--- src/rtl/fpu_sequencer_if.sv ---
`default_nettype none
// ============================================================================
// Module      : fpu_sequencer_if
// Description : Request/response bundle between the EX stage and the FP
//               sequencer.
//               Request  : in_valid, in_ready, in_op[3:0], in_a[31:0],
//                          in_b[31:0], in_tag[TAG_W-1:0], flush
//               Response : out_valid, out_ready, out_data[31:0],
//                          out_tag[TAG_W-1:0], out_illegal
//               modport master : EX stage / result consumer side
//               modport slave  : sequencer side
// Revision    : 1.0  initial release
// ============================================================================
interface fpu_sequencer_if #(
    parameter int TAG_W = 5
) ();
    logic             in_valid;
    logic             in_ready;
    logic [3:0]       in_op;
    logic [31:0]      in_a;
    logic [31:0]      in_b;
    logic [TAG_W-1:0] in_tag;
    logic             flush;
    logic             out_valid;
    logic             out_ready;
    logic [31:0]      out_data;
    logic [TAG_W-1:0] out_tag;
    logic             out_illegal;

    modport master (
        output in_valid, in_op, in_a, in_b, in_tag, flush, out_ready,
        input  in_ready, out_valid, out_data, out_tag, out_illegal
    );

    modport slave (
        input  in_valid, in_op, in_a, in_b, in_tag, flush, out_ready,
        output in_ready, out_valid, out_data, out_tag, out_illegal
    );
endinterface
`default_nettype wire

--- src/rtl/fpu_sequencer.sv ---
`default_nettype none
// ============================================================================
// Module      : fpu_sequencer
// Description : Single-outstanding issue controller in front of dsp_float.
//               Accepts one FP op, drives registered operands into dsp_float
//               and holds them for the op's fixed latency, captures the
//               selected result bus and returns it with its tag over a
//               valid/ready handshake. in_ready doubles as the EX-stage stall.
// Ports       : clk                 clock, rising edge
//               rst                 asynchronous reset, active-low
//               bus (slave)         request/response handshake bundle
//               dsp_left_op/right   registered operands to dsp_float
//               dsp_*_res           the ten dsp_float result outputs
//               busy                sequencer not idle
// Revision    : 1.0  initial release
// ============================================================================
module fpu_sequencer #(
    parameter int LAT_ADDSUB = 3,
    parameter int LAT_MUL    = 3,
    parameter int LAT_DIV    = 12,
    parameter int LAT_SQRT   = 12,
    parameter int LAT_CMP    = 1,
    parameter int LAT_CVT    = 2,
    parameter int TAG_W      = 5
) (
    input  wire logic        clk,
    input  wire logic        rst,
    fpu_sequencer_if.slave   bus,
    output logic [31:0]      dsp_left_op,
    output logic [31:0]      dsp_right_op,
    input  wire logic [31:0] dsp_int_float_res,
    input  wire logic [31:0] dsp_float_int_res,
    input  wire logic [31:0] dsp_float_add_res,
    input  wire logic [31:0] dsp_float_sub_res,
    input  wire logic [31:0] dsp_float_mul_res,
    input  wire logic [31:0] dsp_float_div_res,
    input  wire logic [31:0] dsp_float_sqrt_res,
    input  wire logic        dsp_float_eq_res,
    input  wire logic        dsp_float_lt_res,
    input  wire logic        dsp_float_lte_res,
    output logic             busy
);

    localparam int C_MAX_AB   = (LAT_ADDSUB > LAT_MUL)  ? LAT_ADDSUB : LAT_MUL;
    localparam int C_MAX_DS   = (LAT_DIV    > LAT_SQRT) ? LAT_DIV    : LAT_SQRT;
    localparam int C_MAX_CC   = (LAT_CMP    > LAT_CVT)  ? LAT_CMP    : LAT_CVT;
    localparam int C_MAX_ABDS = (C_MAX_AB   > C_MAX_DS) ? C_MAX_AB   : C_MAX_DS;
    localparam int C_MAX_LAT  = (C_MAX_ABDS > C_MAX_CC) ? C_MAX_ABDS : C_MAX_CC;
    localparam int CNT_W      = $clog2(C_MAX_LAT) + 1;

    localparam logic [3:0] C_OP_FADD  = 4'd0;
    localparam logic [3:0] C_OP_FSUB  = 4'd1;
    localparam logic [3:0] C_OP_FMUL  = 4'd2;
    localparam logic [3:0] C_OP_FDIV  = 4'd3;
    localparam logic [3:0] C_OP_FSQRT = 4'd4;
    localparam logic [3:0] C_OP_FEQ   = 4'd5;
    localparam logic [3:0] C_OP_FLT   = 4'd6;
    localparam logic [3:0] C_OP_FLE   = 4'd7;
    localparam logic [3:0] C_OP_CVTSW = 4'd8;
    localparam logic [3:0] C_OP_CVTWS = 4'd9;

    typedef enum logic [1:0] {
        S_IDLE = 2'd0,
        S_EXEC = 2'd1,
        S_DONE = 2'd2
    } state_t;

    state_t             r_state;
    logic [CNT_W-1:0]   r_cnt;
    logic [3:0]         r_op;
    logic [TAG_W-1:0]   r_tag;
    logic [31:0]        r_left;
    logic [31:0]        r_right;
    logic [31:0]        r_out_data;
    logic               r_out_valid;
    logic               r_out_illegal;

    logic [31:0]        w_result;
    logic               w_illegal;
    logic               w_accept;

    // Counter preload is latency minus one so that the capture edge lands
    // exactly LAT cycles after the accepting edge. Illegal ops take 1 cycle.
    function automatic logic [CNT_W-1:0] lat_preload(input logic [3:0] op);
        case (op)
            C_OP_FADD, C_OP_FSUB:           return CNT_W'(LAT_ADDSUB - 1);
            C_OP_FMUL:                      return CNT_W'(LAT_MUL - 1);
            C_OP_FDIV:                      return CNT_W'(LAT_DIV - 1);
            C_OP_FSQRT:                     return CNT_W'(LAT_SQRT - 1);
            C_OP_FEQ, C_OP_FLT, C_OP_FLE:   return CNT_W'(LAT_CMP - 1);
            C_OP_CVTSW, C_OP_CVTWS:         return CNT_W'(LAT_CVT - 1);
            default:                        return '0;
        endcase
    endfunction

    // Result select by the latched op; compare bits are zero-extended.
    always_comb begin
        w_result = '0;
        case (r_op)
            C_OP_FADD:  w_result = dsp_float_add_res;
            C_OP_FSUB:  w_result = dsp_float_sub_res;
            C_OP_FMUL:  w_result = dsp_float_mul_res;
            C_OP_FDIV:  w_result = dsp_float_div_res;
            C_OP_FSQRT: w_result = dsp_float_sqrt_res;
            C_OP_FEQ:   w_result = {31'd0, dsp_float_eq_res};
            C_OP_FLT:   w_result = {31'd0, dsp_float_lt_res};
            C_OP_FLE:   w_result = {31'd0, dsp_float_lte_res};
            C_OP_CVTSW: w_result = dsp_int_float_res;
            C_OP_CVTWS: w_result = dsp_float_int_res;
            default:    w_result = '0;
        endcase
    end

    assign w_illegal = (r_op > C_OP_CVTWS);

    // A flush in IDLE blocks acceptance for that cycle.
    assign bus.in_ready = (r_state == S_IDLE) && !bus.flush;
    assign w_accept     = bus.in_valid && bus.in_ready;

    always_ff @(posedge clk or negedge rst) begin
        if (!rst) begin
            r_state       <= S_IDLE;
            r_cnt         <= '0;
            r_op          <= '0;
            r_tag         <= '0;
            r_left        <= '0;
            r_right       <= '0;
            r_out_data    <= '0;
            r_out_valid   <= 1'b0;
            r_out_illegal <= 1'b0;
        end else if (bus.flush) begin
            // Kill whatever is in flight; operands keep their last value.
            r_state     <= S_IDLE;
            r_out_valid <= 1'b0;
        end else begin
            case (r_state)
                S_IDLE: begin
                    if (w_accept) begin
                        r_left  <= bus.in_a;
                        r_right <= bus.in_b;
                        r_op    <= bus.in_op;
                        r_tag   <= bus.in_tag;
                        r_cnt   <= lat_preload(bus.in_op);
                        r_state <= S_EXEC;
                    end
                end
                S_EXEC: begin
                    if (r_cnt == '0) begin
                        r_out_data    <= w_illegal ? 32'd0 : w_result;
                        r_out_illegal <= w_illegal;
                        r_out_valid   <= 1'b1;
                        r_state       <= S_DONE;
                    end else begin
                        r_cnt <= r_cnt - 1'b1;
                    end
                end
                S_DONE: begin
                    if (bus.out_ready) begin
                        r_out_valid <= 1'b0;
                        r_state     <= S_IDLE;
                    end
                end
                default: begin
                    r_state     <= S_IDLE;
                    r_out_valid <= 1'b0;
                end
            endcase
        end
    end

    assign dsp_left_op     = r_left;
    assign dsp_right_op    = r_right;
    assign bus.out_valid   = r_out_valid;
    assign bus.out_data    = r_out_data;
    assign bus.out_tag     = r_tag;
    assign bus.out_illegal = r_out_illegal;
    assign busy            = (r_state != S_IDLE);

endmodule
`default_nettype wire
--- src/flat_wrapper.sv ---
// flat-port wrapper written by rule: the top's interface ports become plain ports
module fpu_sequencer_flat 
#(
    parameter int LAT_ADDSUB = 3,
    parameter int LAT_MUL    = 3,
    parameter int LAT_DIV    = 12,
    parameter int LAT_SQRT   = 12,
    parameter int LAT_CMP    = 1,
    parameter int LAT_CVT    = 2,
    parameter int TAG_W      = 5
)
  (clk, rst, dsp_left_op, dsp_right_op, dsp_int_float_res, dsp_float_int_res, dsp_float_add_res, dsp_float_sub_res, dsp_float_mul_res, dsp_float_div_res, dsp_float_sqrt_res, dsp_float_eq_res, dsp_float_lt_res, dsp_float_lte_res, busy, bus_in_valid, bus_in_op, bus_in_a, bus_in_b, bus_in_tag, bus_flush, bus_out_ready, bus_in_ready, bus_out_valid, bus_out_data, bus_out_tag, bus_out_illegal);
  fpu_sequencer_if #(.TAG_W(TAG_W)) bus_i ();
  input  wire logic clk;
  input  wire logic rst;
  output logic [31:0] dsp_left_op;
  output logic [31:0] dsp_right_op;
  input  wire logic [31:0] dsp_int_float_res;
  input  wire logic [31:0] dsp_float_int_res;
  input  wire logic [31:0] dsp_float_add_res;
  input  wire logic [31:0] dsp_float_sub_res;
  input  wire logic [31:0] dsp_float_mul_res;
  input  wire logic [31:0] dsp_float_div_res;
  input  wire logic [31:0] dsp_float_sqrt_res;
  input  wire logic dsp_float_eq_res;
  input  wire logic dsp_float_lt_res;
  input  wire logic dsp_float_lte_res;
  output logic busy;
  input wire logic [$bits(bus_i.in_valid)-1:0] bus_in_valid;
  input wire logic [$bits(bus_i.in_op)-1:0] bus_in_op;
  input wire logic [$bits(bus_i.in_a)-1:0] bus_in_a;
  input wire logic [$bits(bus_i.in_b)-1:0] bus_in_b;
  input wire logic [$bits(bus_i.in_tag)-1:0] bus_in_tag;
  input wire logic [$bits(bus_i.flush)-1:0] bus_flush;
  input wire logic [$bits(bus_i.out_ready)-1:0] bus_out_ready;
  output wire logic [$bits(bus_i.in_ready)-1:0] bus_in_ready;
  output wire logic [$bits(bus_i.out_valid)-1:0] bus_out_valid;
  output wire logic [$bits(bus_i.out_data)-1:0] bus_out_data;
  output wire logic [$bits(bus_i.out_tag)-1:0] bus_out_tag;
  output wire logic [$bits(bus_i.out_illegal)-1:0] bus_out_illegal;
  assign bus_i.in_valid = bus_in_valid;
  assign bus_i.in_op = bus_in_op;
  assign bus_i.in_a = bus_in_a;
  assign bus_i.in_b = bus_in_b;
  assign bus_i.in_tag = bus_in_tag;
  assign bus_i.flush = bus_flush;
  assign bus_i.out_ready = bus_out_ready;
  assign bus_in_ready = bus_i.in_ready;
  assign bus_out_valid = bus_i.out_valid;
  assign bus_out_data = bus_i.out_data;
  assign bus_out_tag = bus_i.out_tag;
  assign bus_out_illegal = bus_i.out_illegal;
  fpu_sequencer #(.LAT_ADDSUB(LAT_ADDSUB), .LAT_MUL(LAT_MUL), .LAT_DIV(LAT_DIV), .LAT_SQRT(LAT_SQRT), .LAT_CMP(LAT_CMP), .LAT_CVT(LAT_CVT), .TAG_W(TAG_W)) u_core (.clk(clk), .rst(rst), .bus(bus_i), .dsp_left_op(dsp_left_op), .dsp_right_op(dsp_right_op), .dsp_int_float_res(dsp_int_float_res), .dsp_float_int_res(dsp_float_int_res), .dsp_float_add_res(dsp_float_add_res), .dsp_float_sub_res(dsp_float_sub_res), .dsp_float_mul_res(dsp_float_mul_res), .dsp_float_div_res(dsp_float_div_res), .dsp_float_sqrt_res(dsp_float_sqrt_res), .dsp_float_eq_res(dsp_float_eq_res), .dsp_float_lt_res(dsp_float_lt_res), .dsp_float_lte_res(dsp_float_lte_res), .busy(busy));
endmodule
--- config.mk ---
export PLATFORM = sky130hd
export DESIGN_NAME = fpu_sequencer_flat
export DESIGN_NICKNAME = d
export VERILOG_FILES = /design/src/rtl/fpu_sequencer_if.sv /design/src/rtl/fpu_sequencer.sv /design/src/flat_wrapper.sv
export SDC_FILE = /design/constraint.sdc
export NUM_CORES = 1
export LEC_CHECK = 0
export CORE_AREA = 8 8 152 154
export DETAILED_ROUTE_END_ITERATION = 12
export DIE_AREA = 0 0 160 162
export PLACE_DENSITY_LB_ADDON = 0.2
export SYNTH_ARGS = -nofsm -noshare
export SYNTH_HDL_FRONTEND = slang
export SYNTH_SLANG_ARGS = --single-unit
--- constraint.sdc ---
create_clock -name clk -period 2.9 [get_ports clk]
set_input_delay 0.58 -clock clk [delete_from_list [all_inputs] [get_ports clk]]
set_output_delay 0.58 -clock clk [all_outputs]
set_load 0.005 [all_outputs]
* Word level (Yosys, flattened, before mapping)
Memory sizes are Yosys's and may differ from the RTL's. Index checks and enable logic that the tools add are counted.
Cells by class: add/sub/neg operators 1, magnitude comparators 1, eq/ne operators 17, muxes and demuxes 14, bitwise gates (word level) 1, reductions and logical operators 13
Operators by type and width (number):
- 32-bit one-hot mux with 10 select lines | 1
- 32-bit 2-to-1 mux | 1
- 4-bit by 3-bit equality test with 1-bit output (second input constant) | 4
- 3-bit AND reduction | 4
- 5-bit 2-to-1 mux | 2
- 5-bit one-hot mux with 2 select lines | 1
- 4-bit by 2-bit equality test with 1-bit output (second input constant) | 2
- 4-bit equality test (second input constant) | 2
- 2-bit 2-to-1 mux | 4
- 3-bit by 2-bit inequality test with 1-bit output (second input constant) | 2
- 2-bit one-hot mux with 3 select lines | 1
- 5-bit logical NOT | 1
- 5-bit by 1-bit subtractor with 5-bit output (second input constant) | 1
- 4-bit by 1-bit equality test with 1-bit output (second input constant) | 1
- 4-bit greater-than comparator (second input constant) | 1
- 4-bit logical NOT | 1
- 2-bit inequality test (second input constant) | 2
- 4-bit AND reduction | 1
- 2-bit nonzero test | 2
- 1-bit 2-to-1 mux | 3
- 3-bit inequality test (second input constant) | 1
- 1-bit one-hot mux with 3 select lines | 1
- 2-bit by 1-bit equality test with 1-bit output (second input constant) | 1
- 2-bit equality test (second input constant) | 1
- 5 further kinds | 6
Storage, ports and cells: flip-flop bits (word level) 114, memory bits (read-only) 48, bits of input ports 305, output and inout bits 105, memories kept 1
Memory list:
- (name not given) | depth 16, width 3, read ports 1, clocked after Yosys merged registers in 0, write ports 0, line fpu_sequencer.sv:85 | case (op)

* Depth between registers and ports, before layout
word-level depth 6, depth in mapped cells 8, gate-level depth less buffers 7

* Worst setup path before layout
No wires, ideal clock.
kind reg-to-reg, start reg u_core.r_cnt[0], end reg u_core.r_out_data[12], in the netlist u_core.bus.out_data[12], setup time 126 ps, arrival time 1875 ps, slack 899 ps, cell stages (with the launch flop) 8, path buffers 2, period minus slack after synthesis 2001 ps, cells stage by stage dfrtp_1 > inv_1 > ha_1 > nor4b_4 > or3b_1 > buf_6 > buf_6 > a221o_1
On the way: longest elaborated chain between the ends 2
RTL lines:
- start: declaration | line fpu_sequencer.sv:69 | logic [CNT_W-1:0] r_cnt;
- start signal: assignment | line fpu_sequencer.sv:143 | r_cnt <= lat_preload(bus.in_op);
- start signal: assignment | line fpu_sequencer.sv:154 | r_cnt <= r_cnt - 1'b1;
- 5-bit logical NOT | line fpu_sequencer.sv:148 | if (r_cnt == '0) begin
- 3-bit AND reduction (no line)
- end signal: assignment | line fpu_sequencer.sv:149 | r_out_data <= w_illegal ? 32'd0 : w_result;
- end: declaration | line fpu_sequencer.sv:74 | logic [31:0] r_out_data;
No other way between the ends. A chain may end at the register's enable or synchronous reset.

* Worst setup path in the final report
start in bus_flush, end out bus_in_ready
On the way: longest elaborated chain between the ends 2
RTL lines:
- start: declaration | line flat_wrapper.sv:34 | input wire logic [$bits(bus_i.flush)-1:0] bus_flush;
- 1-bit logical NOT | line fpu_sequencer.sv:117 | assign bus.in_ready = (r_state == S_IDLE) && !bus.flush;
- 1-bit logical AND | line fpu_sequencer.sv:117
- end: declaration | line flat_wrapper.sv:36 | output wire logic [$bits(bus_i.in_ready)-1:0] bus_in_ready;
No other way between the ends.

==> flow_metrics.env <==
export IMPL_clock_latency_ps=410
export IMPL_ys_warnings_count=0
export IMPL_crit_path_cell_trace="clkdlybuf4s50_1 > nor3_1 > clkdlybuf4s50_1"
export IMPL_global_route_overflow_total=0
export IMPL_ys_top_cells_by_area="dfrtp_1 45%, mux2_2 16%, a22oi_1 4.4%"
export IMPL_setup_worst_path_end="bus_in_ready"
export IMPL_maximum_number_of_pins_on_one_net_before_global_route_repair=79
export IMPL_cts_setup_buffers=0
export IMPL_floorplan_rows=53
export IMPL_crit_path_end_kind="output port"
export IMPL_status="finished clean"
export IMPL_worst_path_stages=3
export IMPL_floorplan_io_pins=410
export IMPL_fill_cells=1851
export IMPL_fin_nets=1275
export IMPL_multiInputGateArea_um2=3213
export IMPL_crit_family="buffers and inverters"
export IMPL_postRouteAntennaNets=0
export IMPL_static_leakage_power_nw=4.463
export IMPL_drt_total_wl_um=30260
export IMPL_h_tree_depth=4
export IMPL_finalSetupTns_ps=0
export IMPL_drive_gt1_frac=0.1680
export IMPL_worst_ep_arrival_time_ps=1940
export IMPL_portBuffers=409
export IMPL_post_synth_inst_count=570
export IMPL_gp_routability_congestion=0.8619
export IMPL_detailedRoute_firstPassIterationCount=7
export IMPL_sequential_cell_area_um2=2858
export IMPL_synth_common_cells="114 x dfrtp_1, 91 x mux2_2, 37 x a22oi_1, 37 x nor2_1, 27 x mux2i_1"
export IMPL_cts_sinks=114
export IMPL_worst_endpoint_required_ps=2320
export IMPL_gr_usage_all_layers=0.2283
export IMPL_max_freq_mhz=396.6
export IMPL_die_width_um=160
export IMPL_critPathSlowestCell="clkdlybuf4s50_1"
export IMPL_startpoint="bus_flush"
export IMPL_synth_nets=876
export IMPL_cts_made_buffers=17
export IMPL_antenna_found_initial=4
export IMPL_synthDominantAreaCellType="dfrtp_1"
export IMPL_p_total_mw=8.991
export IMPL_reg2reg_setup_slack_ps=420
export IMPL_critical_path_top_cell_by_count="clkdlybuf4s50_1"
export IMPL_grt_first_pass_wirelength_um=45060
export IMPL_syn_area_um2=6301
export IMPL_synthDistinctLibCells=53
export IMPL_drv_slew=0
export IMPL_finalNonFillerCells=1259
export IMPL_initial_utilization=0.3045
export IMPL_core_area_um2=20690
export IMPL_detailed_place_hpwl_um=24170
export IMPL_worst_ir_drop_vdd_uv=451.3
export IMPL_area_growth_pct=79.81
export IMPL_worst_path_max_fanout=6
export IMPL_hold_path_class="primary input to async pin"
export IMPL_dr_first_iter_drc_count=364
export IMPL_drt_drc_violations_left=0
export IMPL_clk_root_buffer_cell="clkbuf_16"
export IMPL_placed_cells_incl_taps=1225
export IMPL_worst_pin_slew_ps=783.6
export IMPL_cts_clk_slew_worst_paths_ps=60
export IMPL_pre_cts_ws_ps=274.8
export IMPL_min_period_over_period=0.8694
export IMPL_reg2reg_path_depth=6
export IMPL_fin_worst_hold_slack_ps=127.9
export IMPL_critical_path_n_buffers_inverters=2
export IMPL_critPathMaxStageDelay_ps=570
export IMPL_layout_setup_ws_ps=378.7
export IMPL_cts_resized=0
export IMPL_number_of_global_route_vias_before_repair=7194
export IMPL_post_synth_cell_area_avg_um2=11.05
export IMPL_postSynth_topFlopCell="dfrtp_1"
export IMPL_routed_via_density=5.159
export IMPL_regToRegEndpoint="u_core.bus.out_data[31]"
export IMPL_synth_seq_area_share=0.4527
export IMPL_post_synth_top_area_fraction=0.4527
export IMPL_cp_start_kind="primary input"
export IMPL_synth_seq_cells=114
export IMPL_die_height_um=162
export IMPL_dr_total_vias=6495
export IMPL_timing_final_setup_violations=0
export IMPL_routed_len_inst_um=24.03
export IMPL_die_area_um2=25920
export IMPL_timing_final_hold_violations=0
export IMPL_cellPowerDensity_nw_per_um2=793.6
export IMPL_ctsHoldBuffers=0
export IMPL_critical_path_reg2reg_startpoint="u_core.r_cnt[0]"
export IMPL_min_period_ps=2521
export IMPL_clockBufferDepth=2
export IMPL_max_slew_margin_rel=0.4756
export IMPL_final_setup_skew_ps=9.883
export IMPL_postSynth_asyncResetShare=1.000
export IMPL_max_cap_viol_count=0
export IMPL_tritoncts="done"
export IMPL_edff_count_synth=0
export IMPL_unrepaired_setup_endpoints_after_global_routing="no"
export IMPL_count_leader_synth="dfrtp_1"
export IMPL_worst_setup_path_type="primary input to output port"
where the power goes:
| group | total [mW] | switching, mW | leakage [nW] | internal (mW) |
|---|---|---|---|---|
| Sequential | 2.58 | 0.424 | 1.40 | 2.15 |
| Clock | 2.21 | 0.831 | 0.307 | 1.38 |
| Combinational | 4.20 | 1.84 | 2.76 | 2.36 |
| Total | 8.99 | 3.10 | 4.46 | 5.89 |
area by class of cell:
cell class	count	area share
multi-input cells	405	0.2836
flip-flops and latches	114	0.2522
clock buffers	17	0.03755
clock inverters	15	0.01701
repair buffers	427	0.3775
diodes	2	0.0004417
inverters	4	0.001325
well taps	275	0.03037
worst reg2reg max path: stages (launching register included):
cell	delay [ps]
dfrtp_1	390
inv_1	90
ha_1	190
nor4b_4	300
or3b_2	710
a21oi_4	500
a221o_1	230
sequential cells by signal (all words and copies together), names as in the netlist:
register	flops
u_core.bus.out_valid	1
u_core.dsp_right_op	32
u_core.bus.out_illegal	1
u_core.r_cnt	5
u_core.bus.out_data	32
u_core.r_state	2
u_core.bus.out_tag	5
u_core.dsp_left_op	32
u_core.r_op	4
metrics by stage:
| stage | instance area (µm²) | utilization |
|---|---|---|
| after floorplan | 6301 | - |
| after global placement | 10710 | 0.5175 |
| after detailed placement | 10710 | 0.5175 |
| after CTS | 11320 | 0.5474 |
| after global routing | 11330 | 0.5476 |
| final | 11330 | 0.5476 |
cell usage in the layout, fill, tap and decap left out, types with 6 or more instances in the layout:
cell type	instances
nor2b_1	11
o221ai_1	9
nand2_1	25
o21ai_0	26
a22oi_1	37
o22ai_1	7
a22o_1	20
clkdlybuf4s50_1	408
inv_6	6
buf_4	15
mux2i_1	27
clkbuf_16	17
a21oi_1	25
nand2b_1	7
a221oi_1	7
dfrtp_1	110
nor3_1	10
mux2_2	91
nor2_1	37
routing by layer:
metal,global-route usage,routed length (µm),up-vias
met1,0.2606,11810,3142
met2,0.3914,14990,329
met5,0,12,-
met4,0.07349,675,2
met3,0.08327,2765,41
li1,-,-,2981
worst min path at each step:
stage	end	start	depth (start not counted)	slack, ps
global placement	u_core.bus.out_data[0]	u_core.bus.out_data[0]	2	460
global route	u_core.dsp_right_op[23]	rst	1	150
detailed placement	u_core.bus.out_data[11]	u_core.bus.out_data[11]	2	470
finish	u_core.dsp_right_op[23]	rst	1	130
floorplan	u_core.bus.out_data[0]	rst	0	280
CTS	u_core.dsp_right_op[23]	rst	1	130
kinds of logic (layout without fill, tap and decap cells):
family                   Yosys count  after routing  share of synthesized area
AO/OA/AOI/OAI                    163            163                     0.1892
XOR/XNOR                           1              1                   0.001390
adder cells (fa/ha/maj)            1              1                   0.001985
buffers and inverters             51            463                    0.03832
flip-flops                       114            114                     0.4527
multiplexers                     123            123                     0.2234
other                              0              2                          0
AND/OR/NAND/NOR                  117            117                    0.09293
No activity file was read; power rests on OpenSTA's default activity.
